--- src/rtl/bcd_pkg.sv ---
// bcd_pkg: shared scan states, sum record and 7-segment glyph helpers
package bcd_pkg;
  typedef enum logic [1:0] {S_ONES = 2'd0, S_TENS = 2'd1, S_HUND = 2'd2} scan_state_t;
  typedef struct packed {
    logic       cout;
    logic [3:0] tens;
    logic [3:0] ones;
  } bcd_sum_t;
  localparam logic [6:0] SEG_BLANK = 7'b1111111;
  localparam logic [6:0] SEG_E     = 7'b0000110;
  // active-low {g,f,e,d,c,b,a}; any non-BCD nibble renders as 'E'
  function automatic logic [6:0] bcd_to_seg(input logic [3:0] n);
    case (n)
      4'd0: return 7'b1000000;
      4'd1: return 7'b1111001;
      4'd2: return 7'b0100100;
      4'd3: return 7'b0110000;
      4'd4: return 7'b0011001;
      4'd5: return 7'b0010010;
      4'd6: return 7'b0000010;
      4'd7: return 7'b1111000;
      4'd8: return 7'b0000000;
      4'd9: return 7'b0010000;
      default: return SEG_E;
    endcase
  endfunction
endpackage

--- src/rtl/bcd_seg_decode.sv ---
// bcd_seg_decode: combinational nibble to active-low 7-segment glyph
module bcd_seg_decode
  import bcd_pkg::*;
(
  input  logic [3:0] nibble,
  output logic [6:0] seg
);
  assign seg = bcd_to_seg(nibble);
endmodule

--- src/rtl/bcd_sum_scan_display.sv ---
// bcd_sum_scan_display: tear-free 3-digit multiplexed display of a BCD adder sum
module bcd_sum_scan_display
  import bcd_pkg::*;
#(
  parameter int DIGIT_CYCLES = 100000,
  parameter int BLANK_CYCLES = 16,
  parameter int LZ_BLANK     = 1
) (
  input  logic       clk,
  input  logic       rst_n,
  input  logic       sum_valid,
  input  logic [3:0] ones,
  input  logic [3:0] tens,
  input  logic       cout,
  output logic [2:0] an,
  output logic [6:0] seg,
  output logic       frame_done
);
  localparam int CW = $clog2(DIGIT_CYCLES);
  scan_state_t   state, state_nx;
  logic [CW-1:0] cnt;
  bcd_sum_t      shadow, disp;
  logic          pending, last, boundary, blank;
  logic [3:0]    nibble;
  logic [6:0]    glyph;
  logic [2:0]    an_nx;
  bcd_seg_decode u_dec (.nibble(nibble), .seg(glyph));
  always_comb begin
    last     = int'(cnt) == DIGIT_CYCLES - 1;
    boundary = last && state == S_HUND;
    state_nx = state == S_ONES ? S_TENS : state == S_TENS ? S_HUND : S_ONES;
    nibble   = state == S_ONES ? disp.ones : state == S_TENS ? disp.tens : {3'b000, disp.cout};
    blank    = int'(cnt) < BLANK_CYCLES || (LZ_BLANK != 0 &&
               (state == S_HUND ? !disp.cout :
                state == S_TENS ? (!disp.cout && disp.tens == 4'd0) : 1'b0));
    an_nx    = blank ? 3'b111 : state == S_ONES ? 3'b110 : state == S_TENS ? 3'b101 : 3'b011;
  end
  // a strobe on the boundary clock refills the shadow while the old shadow is shown
  always_ff @(posedge clk) begin
    if (!rst_n) begin
      state      <= S_ONES;
      cnt        <= '0;
      shadow     <= '0;
      disp       <= '0;
      pending    <= 1'b0;
      an         <= 3'b111;
      seg        <= SEG_BLANK;
      frame_done <= 1'b0;
    end else begin
      cnt        <= last ? '0 : cnt + 1'b1;
      if (last) state <= state_nx;
      if (sum_valid) shadow <= {cout, tens, ones};
      if (boundary && pending) disp <= shadow;
      pending    <= sum_valid || (pending && !boundary);
      an         <= an_nx;
      seg        <= blank ? SEG_BLANK : glyph;
      frame_done <= boundary;
    end
  end
endmodule

--- config.mk ---
export PLATFORM = sky130hd
export DESIGN_NAME = bcd_sum_scan_display
export DESIGN_NICKNAME = d
export VERILOG_FILES = /design/src/rtl/bcd_pkg.sv /design/src/rtl/bcd_seg_decode.sv /design/src/rtl/bcd_sum_scan_display.sv
export SDC_FILE = /design/constraint.sdc
export NUM_CORES = 1
export LEC_CHECK = 0
export BUFFER_PORTS_ARGS = -buffer_cell sky130_fd_sc_hd__buf_2
export CAP_MARGIN = 25
export CORE_UTILIZATION = 30
export CTS_CLUSTER_SIZE = 12
export DETAILED_ROUTE_END_ITERATION = 6
export SYNTH_ARGS = -nofsm -noshare
export SYNTH_HDL_FRONTEND = slang
export SYNTH_SLANG_ARGS = --single-unit
--- constraint.sdc ---
create_clock -name clk -period 2 [get_ports clk]
set_input_delay 0.2 -clock clk [delete_from_list [all_inputs] [get_ports clk]]
set_output_delay 0.2 -clock clk [all_outputs]
set_load 0.005 [all_outputs]
; Yosys cells after proc, flatten, opt, wreduce, memory -nomap -nowiden
; Memory sizes are Yosys's and may differ from the RTL's. A register that Yosys moved wholly into a read port is not among the register bits.
; Cells that the tools add are included.
[word_totals]
regBits = 42
latch_bits = 0
ramBits = 0
romBits = 112
input_bits = 12
output_inout_bits = 11
elab_cells = 40
memories = 1
[mem_list]
columns = name, words, width, read_ports, rd_clocked_by_memory_dff, write_ports, line
row1 = (name not given), 16, 7, 1, 1, 0, bcd_pkg.sv:13  ; case (n)
[classes]
addsub = 1
n_mul = 0
div_mod_pow = 0
magnitude_cmp = 1
eq_ne = 3
n_shift = 0
muxes = 8
n_bitwise = 1
reduce_logical = 13
[ops]
columns = operator, count
row1 = "adder 17 x 1 -> 17 bit, second input constant", 1
row2 = "equality test 17 x 16 -> 1 bit, second input constant", 1
row3 = "less-than comparator 17 x 5 -> 1 bit, second input constant", 1
row4 = 2-to-1 mux 4 bit, 2
row5 = logical AND 1 bit, 4
row6 = zero test 4 bit, 1
row7 = 2-to-1 mux 2 bit, 2
row8 = OR reduction 2 bit, 2
row9 = 2-to-1 mux 1 bit, 3
row10 = 2-to-1 mux 3 bit, 1
row11 = OR reduction 3 bit, 1
row12 = "equality test 2 x 1 -> 1 bit, second input constant", 1
row13 = "equality test 2 bit, second input constant", 1
row14 = zero test 1 bit, 2
row15 = zero test 2 bit, 1
row16 = logical OR 1 bit, 2
row17 = inverter 1 bit, 1

; Longest topological paths before layout
; Gate-level depths: netlist (run 1).
[logic_depth]
word_depth = 6
ltp_mapped = 8
depth_no_buf = 7

; Hierarchy
; From an unflattened synthesis (run 1), not the netlist that was laid out.
[unflattened]
cells_unflattened = 247
area_unflattened_um2 = 2239.6
[by_module_without_submodules]
columns = module, n_inst, cells_each, area_each_um2, seq_area_each_um2
row1 = bcd_sum_scan_display, 1, 220, 2053.2, 980.9
row2 = bcd_seg_decode, 1, 27, 186.4, 0.0

; Worst setup path after synthesis (run 1)
; No wires, ideal clock.
[synth_path]
path_type = reg2reg
start = reg cnt[11]
end = reg disp[0] (netlist name)
setup_ns = 0.132
arrival_ns = 1.766
required_time_ns = 1.868
setup_slack_ns = 0.102
stages_incl_launch_ff = 7
path_buffers = 2
synth_period_minus_slack_ns = 1.898
cell_sequence = dfxtp_1 or4_4 or4_4 buf_6 buf_6 o21ai_1 a21oi_1
[synth_between]
elab_chain_cells = 3
[synth_rtl]
columns = item, line
row1 = "start, declared", bcd_sum_scan_display.sv:21  ; logic [CW-1:0] cnt;
row2 = "start signal, assigned", bcd_sum_scan_display.sv:50  ; cnt <= last ? '0 : cnt + 1'b1;
row3 = equality test 17 x 16 -> 1 bit, bcd_sum_scan_display.sv:29  ; last = int'(cnt) == DIGIT_CYCLES - 1;
row4 = logical AND 1 bit, bcd_sum_scan_display.sv:30  ; boundary = last && state == S_HUND;
row5 = logical AND 1 bit, bcd_sum_scan_display.sv:53  ; if (boundary && pending) disp <= shadow;
row6 = "end signal, assigned", bcd_sum_scan_display.sv:53
row7 = "end, declared", bcd_sum_scan_display.sv:22  ; bcd_sum_t shadow, disp;
; Every way passes these cells.
; A chain may end at the register's enable or synchronous reset.

; Worst setup path in the final report (run 1)
[layout_path]
start = reg cnt[13]
end = reg disp[8] (netlist name)
; The elaborated chain is that of the path after synthesis.

==> results of run 1 <==
per-stage QoR:
stage,area (um2),worst slack (ns)
after detailed placement,2430,0.0227
after global placement,2430,0.0477
after CTS,2530,0.00920
after floorplan,2140,0.102
after global routing,2540,0.0444
final,2540,0.105
synth_stat cells (2+ instances only):
cell type | number | area (um2)
xor2_1 | 5 | 43.8
nor3_1 | 7 | 35.0
nand3_1 | 6 | 30.0
nand4_1 | 14 | 87.6
mux2i_1 | 17 | 170
xnor2_1 | 8 | 70.1
or4_1 | 2 | 15.0
nor4_1 | 4 | 25.0
o21ai_0 | 14 | 70.1
o21ai_1 | 6 | 30.0
a21oi_1 | 15 | 75.1
clkbuf_1 | 7 | 26.3
a21o_1 | 2 | 15.0
nand2_1 | 11 | 41.3
buf_1 | 2 | 7.51
nor2_1 | 31 | 116
or4_4 | 2 | 22.5
or3_1 | 2 | 12.5
inv_1 | 8 | 30.0
dfxtp_1 | 49 | 981
nor2b_1 | 2 | 12.5
or2_2 | 3 | 18.8
ha_1 | 6 | 75.1
buf_6 | 2 | 22.5
and3_1 | 2 | 12.5
power groups by stage:
| stage | logic (mW) | registers, mW | clock network, mW |
|---|---|---|---|
| floorplan | 0.0410 | 1.02 | 0 |
| global placement | 0.0637 | 1.02 | 0 |
| detailed placement | 0.0646 | 1.02 | 0 |
| CTS | 0.0645 | 1.00 | 0.653 |
| global route | 0.0719 | 1.01 | 0.681 |
| finish | 0.0640 | 1.00 | 0.631 |
metal layers:
layer	up-vias	share of wire	GRT usage
li1	902	-	-
met1	787	0.51	0.160
met2	26	0.44	0.201
met3	7	0.033	0.0238
met4	0	0.017	0.0545
met5	-	0	0
cell type report:
class / instances / area (um2)
well taps: 96 / 120
repair buffers: 40 / 245
multi-input cells: 168 / 1060
flip-flops and latches: 49 / 981
clock inverters: 2 / 17.5
inverters: 8 / 30.0
clock buffers: 6 / 82.6
fillers: 731 / 4290
flip-flops by register name, indices dropped and copies added (netlist names):
name and flops:
seg 7, frame_done 1, shadow 9, an 3, state 2, disp 9
pending 1, cnt 17
worst max-delay path, cell delays in order, from the launching register on:
cell and delay (ns):
dfxtp_1 0.32, or4_4 0.54, or4_4 0.62, o21ai_0 0.23, a21oi_1 0.09
logic make-up (layout without fill, tap and decap cells):
| group | count (synthesis) | count (layout) | share of synthesized area |
|---|---|---|---|
| DFF | 49 | 49 | 0.459 |
| muxes | 17 | 17 | 0.0796 |
| adders and majority gates | 6 | 6 | 0.0351 |
| AOI/OAI and AO/OA | 40 | 40 | 0.103 |
| buffers and inverters | 21 | 56 | 0.0462 |
| and+or+nand+nor | 92 | 92 | 0.224 |
| xor gates and xnor gates | 13 | 13 | 0.0532 |
path summary, 6_finish.rpt:
path / start / end / slack, ns / cells past startpoint
setup / recovery: cnt[13] / disp[8] / 0.10 / 4
hold / removal: ones[2] / shadow[2] / 0.12 / 3
setup reg to reg: cnt[13] / disp[8] / 0.10 / 4
hold reg to reg: shadow[6] / disp[6] / 0.48 / 2
==> flow_summary.toml, run 1 <==
[drt]
drt_wl_total_um = 4230
wl_per_cell_um = 11.5
final_antenna_net_count = 0
detail_route.drc_violations = 0
via_count = 1722
dr.pass1.iters = 4
viasPerCell = 4.67
drt-initial-drc-count = 50

[outcome]
status = "finished, final reports clean"

[layout]
nNetsFinal = 290
syn_to_final_growth_pct = 18.8
drive_gt1_frac = 0.205
stdcell_count = 369
final_common_cell = "dfxtp_1"
mostFrequentLayoutCells = "dfxtp_1 (49), nor2_1 (31), buf_2 (22)"
final_util = 0.372
antennaDiodeCount = 0

[cts]
clockRootBuffer = "clkbuf_8"
cts_buffers = 5
cts_tree = "built"
clk-insertion-delay-late_ns = 0.31
clk_path_buf_depth = 2
clkSlewWorstSetupHoldPaths_ns = 0.10
htree_levels = 2
cts_setup_buffers = 0
cts_resized = 0
cts.sinks = 49
hold_buffers = 0

[yosys]
yosysSeqAreaShare = 0.459
yosysWarnings = 0
ys_ff_latch = 49
async_reset_ff_frac = 0
syn-num-nets = 256
synth_edf_count = 0
synthCells = 238
yosysUniqueCellTypes = 36
synth_ff_type = "dfxtp_1"
syn_area_per_cell_um2 = 8.98
syn_area_um2 = 2140

[placement]
io_buffers = 22
placedCellCount = 361
routabilityCongestion = 0.748
hpwl_um = 3080

[critical_path]
crit_type = "flop to flop"
worstSetupEndpointType = "flop"
path_max_fanout = 15
crit_required_ns = 2.20
arrival_ns = 2.09
start_kind = "flop"

[pwr]
intPower_mw = 1.31
leakagePower_nw = 0.974
switching_share = 0.229
power-per-cell-area_nw_per_um2 = 668
report.power.total_mw = 1.70
combPwrFrac = 0.038
max-vdd-ir-drop_v = 0.000223
power_switching_mw = 0.388
clockPowerShare = 0.372
p_seq_frac = 0.590

[sta]
setup_viol = 0
drv_slew = 0
post-route-min-period_ns = 1.90
worst_slew_pin_slew_ns = 0.473
hold_viol = 0
fin_crit_sh = 0.948
setup_tns_ns = 0
relSlewSlack = 0.683
rsz0062_at_grt = "false"
skew_ns = 0.00768
holdWs_ns = 0.118
max_freq_mhz = 528

[global_route]
grt_max_degree = 23
antenna_found_initial = 0
grt_pass1_vias = 1632
grt_use_total = 0.124
grt_overflow = 0
grt_first_pass_wirelength_um = 7300

[floorplanning]
ios = 23
start_util = 0.313
die_h_um = 86.4
rows = 30
dieWidth_um = 86.4
dieArea_um2 = 7470
core-area_um2 = 6830

[flow_run]
maxCapViolCount = 0

[hold_path]
hold_class = "input port to flop"
Power figures use the tool's default switching activity.
==> inputs of run 2 (changes only) <==
==> constraint.sdc (replaced) <==
create_clock -name clk -period 1.94 [get_ports clk]
set_input_delay 0.194 -clock clk [delete_from_list [all_inputs] [get_ports clk]]
set_output_delay 0.194 -clock clk [all_outputs]
set_load 0.005 [all_outputs]
==> flow_summary.toml, run 2 (synthesis gave the netlist of run 1 again) <==
[critical_path]
path_max_fanout = 16
crit_start = "cnt[6]"
r2r-end = "cnt[15]"
worstSetupEndpointType = "flop"
slowest_delay_ns = 0.56
reg2regPathDepth = 5
crit_path_top_delay_cell = "or4_4"
crit_type = "flop to flop"
rr_startpoint = "cnt[6]"
critPathBufInv = 1
r2r_setup_slack_ns = 0.1
crit_chain = "or4b_4, or4_4, nand2_2, buf_12, a21oi_1"
path_delay_family = "simple AND/OR/NAND/NOR gates"
crit_required_ns = 2.13
start_kind = "flop"
arrival_ns = 2.03

[global_route]
grt_use_total = 0.126
grt_overflow = 0
grt_pass1_vias = 1610
grt_first_pass_wirelength_um = 7350
grt_max_degree = 23
antenna_found_initial = 0

[layout]
mostFrequentLayoutCells = "dfxtp_1 (48), nor2_1 (31), buf_4 (23)"
syn_to_final_growth_pct = 21.4
antennaDiodeCount = 0
final_common_cell = "dfxtp_1"
largest-register = "cnt"
drive_gt1_frac = 0.229
reg_top3 = "cnt: 17 flops, disp: 9 flops, shadow: 9 flops"
nNetsFinal = 297
largest_reg_flops = 17

[cts]
clkSlewWorstSetupHoldPaths_ns = 0.09
clockRootBuffer = "clkbuf_8"
clk-insertion-delay-late_ns = 0.30
cts_setup_buffers = 0
clk_path_buf_depth = 2
cts_tree = "built"
cts_buffers = 5
htree_levels = 2
cts.sinks = 49
hold_buffers = 0

[drt]
via_count = 1762
dr.pass1.iters = 4
drt_wl_total_um = 4400
final_antenna_net_count = 0
viasPerCell = 4.69
wl_per_cell_um = 11.7
drt-initial-drc-count = 91
detail_route.drc_violations = 0

[sta]
skew_ns = 0.00841
holdWs_ns = 0.122
relSlewSlack = 0.680
worst_slew_pin_slew_ns = 0.479
post-route-min-period_ns = 1.84
max_freq_mhz = 542
drv_slew = 0
rsz0062_at_grt = "false"
fin_crit_sh = 0.951
setup_ws_ns = 0.0956
setup_tns_ns = 0
hold_viol = 0
setup_viol = 0

[floorplanning]
ios = 23
rows = 30
core-area_um2 = 6830
dieArea_um2 = 7470
start_util = 0.313
dieWidth_um = 86.4
die_h_um = 86.4

[placement]
routabilityCongestion = 0.818
hpwl_um = 3120
io_buffers = 22
pre_cts_slack_ns = 0.0470

[pwr]
clockPowerShare = 0.345
switching_share = 0.222
p_seq_frac = 0.612
max-vdd-ir-drop_v = 0.000228
power-per-cell-area_nw_per_um2 = 651
leakagePower_nw = 0.997
report.power.total_mw = 1.69
combPwrFrac = 0.042
power_switching_mw = 0.375
intPower_mw = 1.31

[hold_path]
whs_path_depth = 3
min_from = "ones[2]"
hold_class = "input port to flop"
min_to = "shadow[2]"

[flow_run]
maxCapViolCount = 0

[outcome]
status = "finished, final reports clean"
[run 2: stage by stage]
step	instance area, um2	instances	util
finish	2590	376	0.380
global placement	2490	367	0.365
CTS	2580	375	0.377
global route	2590	376	0.380
detailed placement	2490	367	0.365
floorplan	2140	238	-
[run 2: worst reg2reg max path: stages, from the launching register on]
cell and delay, ns:
dfxtp_1 0.32, or4b_4 0.54, or4_4 0.56, nand2_2 0.12
buf_12 0.14, a21oi_1 0.05
[run 2: final cells by class]
cell class / instances / area, um2
Clock buffer: 7 / 76.3
Clock inverter: 1 / 7.51
Fill cell: 722 / 4240
Inverter: 8 / 30.0
Multi-Input combinational cell: 169 / 1080
Sequential cell: 49 / 982
Tap cell: 96 / 120
Timing Repair Buffer: 46 / 303
[run 2: what timing repair did]
item	in CTS	in global routing
endpoints found under the hold margin	0	0
endpoints found under the setup margin	0	18
gates resized for setup	0	4
[run 2: layer usage]
layer  part of all wire  up-vias  global-route usage
met3              0.044        4              0.0314
li1                   -      915                   -
met5                  0        -                   0
met1               0.50      808               0.167
met2               0.44       35               0.196
met4              0.015        0              0.0500
[run 2: worst max-delay path by stage]
stage	end	slack [ns]	depth (start not counted)
after global placement	cnt[16]	0.07	5
after floorplan	disp[0]	0.04	6
final	cnt[15]	0.1	5
after global routing	cnt[15]	0.01	6
after CTS	cnt[15]	0.02	5
after detailed placement	cnt[15]	0.05	5
[run 2: power groups by stage]
stage / clock (mW) / combinational, mW / sequential (mW)
global placement: 0 / 0.0706 / 1.06
detailed placement: 0 / 0.0723 / 1.06
global route: 0.644 / 0.0810 / 1.04
floorplan: 0 / 0.0423 / 1.05
CTS: 0.605 / 0.0724 / 1.03
finish: 0.584 / 0.0714 / 1.03
==> inputs of run 3 (changes only) <==
--- a/config.mk
+++ b/config.mk
@@ -5,11 +5,13 @@
 export SDC_FILE = /design/constraint.sdc
 export NUM_CORES = 1
 export LEC_CHECK = 0
+export ABC_AREA = 1
 export BUFFER_PORTS_ARGS = -buffer_cell sky130_fd_sc_hd__buf_2
 export CAP_MARGIN = 25
 export CORE_UTILIZATION = 30
 export CTS_CLUSTER_SIZE = 12
 export DETAILED_ROUTE_END_ITERATION = 6
+export SKIP_CTS_REPAIR_TIMING = 1
 export SYNTH_ARGS = -nofsm -noshare
 export SYNTH_HDL_FRONTEND = slang
 export SYNTH_SLANG_ARGS = --single-unit
==> flow_summary.toml, run 3 <==
[yosys]
synth_top_cells_by_count = "nor2_1 (68), nand2_1 (62), dfxtp_1 (49)"
synth.most_common_cell = "nor2_1"
syn-num-nets = 320
yosysWarnings = 0
syn_area_per_cell_um2 = 7.13
yosysUniqueCellTypes = 25
synth_top_cell_by_area = "dfxtp_1"
synth_ff_type = "dfxtp_1"
syn_area_um2 = 2150
yosysSeqAreaShare = 0.455
synthCells = 302
ys_ff_latch = 49
synth_edf_count = 0
synth_top_cells_by_area = "dfxtp_1 (46%), nor2_1 (12%), nand2_1 (11%)"
yosys.area.top_type_share = 0.455
async_reset_ff_frac = 0

[global_route]
antenna_found_initial = 0
grt.busiest_layer = "met2"
met1_usage = 0.166
grt_overflow = 0
grtUsageMet3 = 0.0267
grt_max_degree = 23
grt_first_pass_wirelength_um = 7300
grt_pass1_vias = 1670
grt_use_total = 0.122
grt_util_met2 = 0.187

[cts]
htree_levels = 2
clkSlewWorstSetupHoldPaths_ns = 0.09
cts_buffers = 5
cts.sinks = 49
clk_path_buf_depth = 2
clk-insertion-delay-late_ns = 0.29
clockRootBuffer = "clkbuf_8"
cts_tree = "built"

[sta]
post-route-min-period_ns = 1.75
worst_slew_pin_slew_ns = 0.456
relSlewSlack = 0.696
setup_tns_ns = 0
fin_crit_sh = 0.904
setup_viol = 0
max_freq_mhz = 570
holdWs_ns = 0.112
drv_slew = 0
hold_viol = 0
rsz0062_at_grt = "false"
skew_ns = 0.00699

[layout]
syn_to_final_growth_pct = 15.0
drive_gt1_frac = 0.125
nNetsFinal = 347
stdcell_count = 425
mostFrequentLayoutCells = "nor2_1 (68), nand2_1 (62), dfxtp_1 (49)"
reg_top3 = "cnt: 17 flops, disp: 9 flops, shadow: 9 flops"
largest_reg_flops = 17
largest-register = "cnt"
final_util = 0.361
antennaDiodeCount = 0
final_common_cell = "nor2_1"

[critical_path]
rr_startpoint = "state[1]"
crit_type = "flop to flop"
crit_required_ns = 2.12
worstSetupEndpointType = "flop"
crit_start = "state[1]"
start_kind = "flop"
path_max_fanout = 5
arrival_ns = 1.93

[drt]
drt-initial-drc-count = 69
dr.pass1.iters = 4
wl_per_cell_um = 9.54
detail_route.drc_violations = 0
drt_wl_total_um = 4050
via_count = 1769
final_antenna_net_count = 0
viasPerCell = 4.16

[floorplanning]
core-area_um2 = 6870
rows = 30
start_util = 0.314
ios = 23
die_h_um = 86.7
dieArea_um2 = 7520
dieWidth_um = 86.7

[outcome]
status = "finished, final reports clean"

[placement]
hpwl_um = 2950
io_buffers = 22
routabilityCongestion = 0.770
placedCellCount = 418

[pwr]
max-vdd-ir-drop_v = 0.000563
leakagePower_nw = 1.05
power-per-cell-area_nw_per_um2 = 724

[hold_path]
min_from = "tens[2]"
hold_class = "input port to flop"

[flow_run]
maxCapViolCount = 0
run 3: logic make-up (layout without fill, tap and decap cells):
group,Yosys count,count (layout),share of synthesized area
xor+xnor,5,5,0.0203
flops,49,49,0.455
simple gates,166,166,0.331
fa+ha+maj,6,6,0.0348
compound gates,30,30,0.0714
buf+inv,46,73,0.0871
run 3: cell type report:
type | count | area, um2
multi-input combinational | 207 | 986
clock inverter | 2 | 35.0
timing repair buffer | 25 | 133
inverter | 41 | 154
tap | 96 | 120
sequential | 49 | 981
clock buffer | 5 | 68.8
fill | 767 | 4390
run 3: per-layer routing:
layer / vias up / part of all wire
met3: 2 / 0.037
met4: 0 / 0.0099
met2: 24 / 0.42
met5: - / 0
met1: 756 / 0.53
li1: 987 / -
run 3: where the power goes:
part	internal (mW)	switching, mW	leakage (nW)
combinational	0.0237	0.0338	0.597
sequential	1.02	0.0123	0.398
clock	0.375	0.324	0.0540
run 3: path summary, 6_finish.rpt:
kind | to | cells past startpoint | slack, ns
hold reg to reg | an[2] | 1 | 0.45
setup / recovery | seg[4] | 9 | 0.19
hold / removal | shadow[6] | 3 | 0.11
setup reg to reg | seg[4] | 9 | 0.19
run 3: metrics by stage:
stage               worst slack, ns  area, um2  total power [mW]
floorplan                     0.333       2150              1.09
global placement              0.312       2370              1.12
detailed placement            0.232       2370              1.12
CTS                           0.218       2480              1.82
global route                 0.0567       2480              1.88
finish                        0.186       2480              1.79
run 3: worst max-delay path, cell delays in order (launching register included):
cell and delay (ns):
dfxtp_1 0.35, inv_1 0.10, nand2_1 0.12, o22ai_1 0.38, inv_1 0.16, ha_1 0.22
inv_1 0.08, o21ai_0 0.10, nand3_1 0.10, nand2_1 0.05
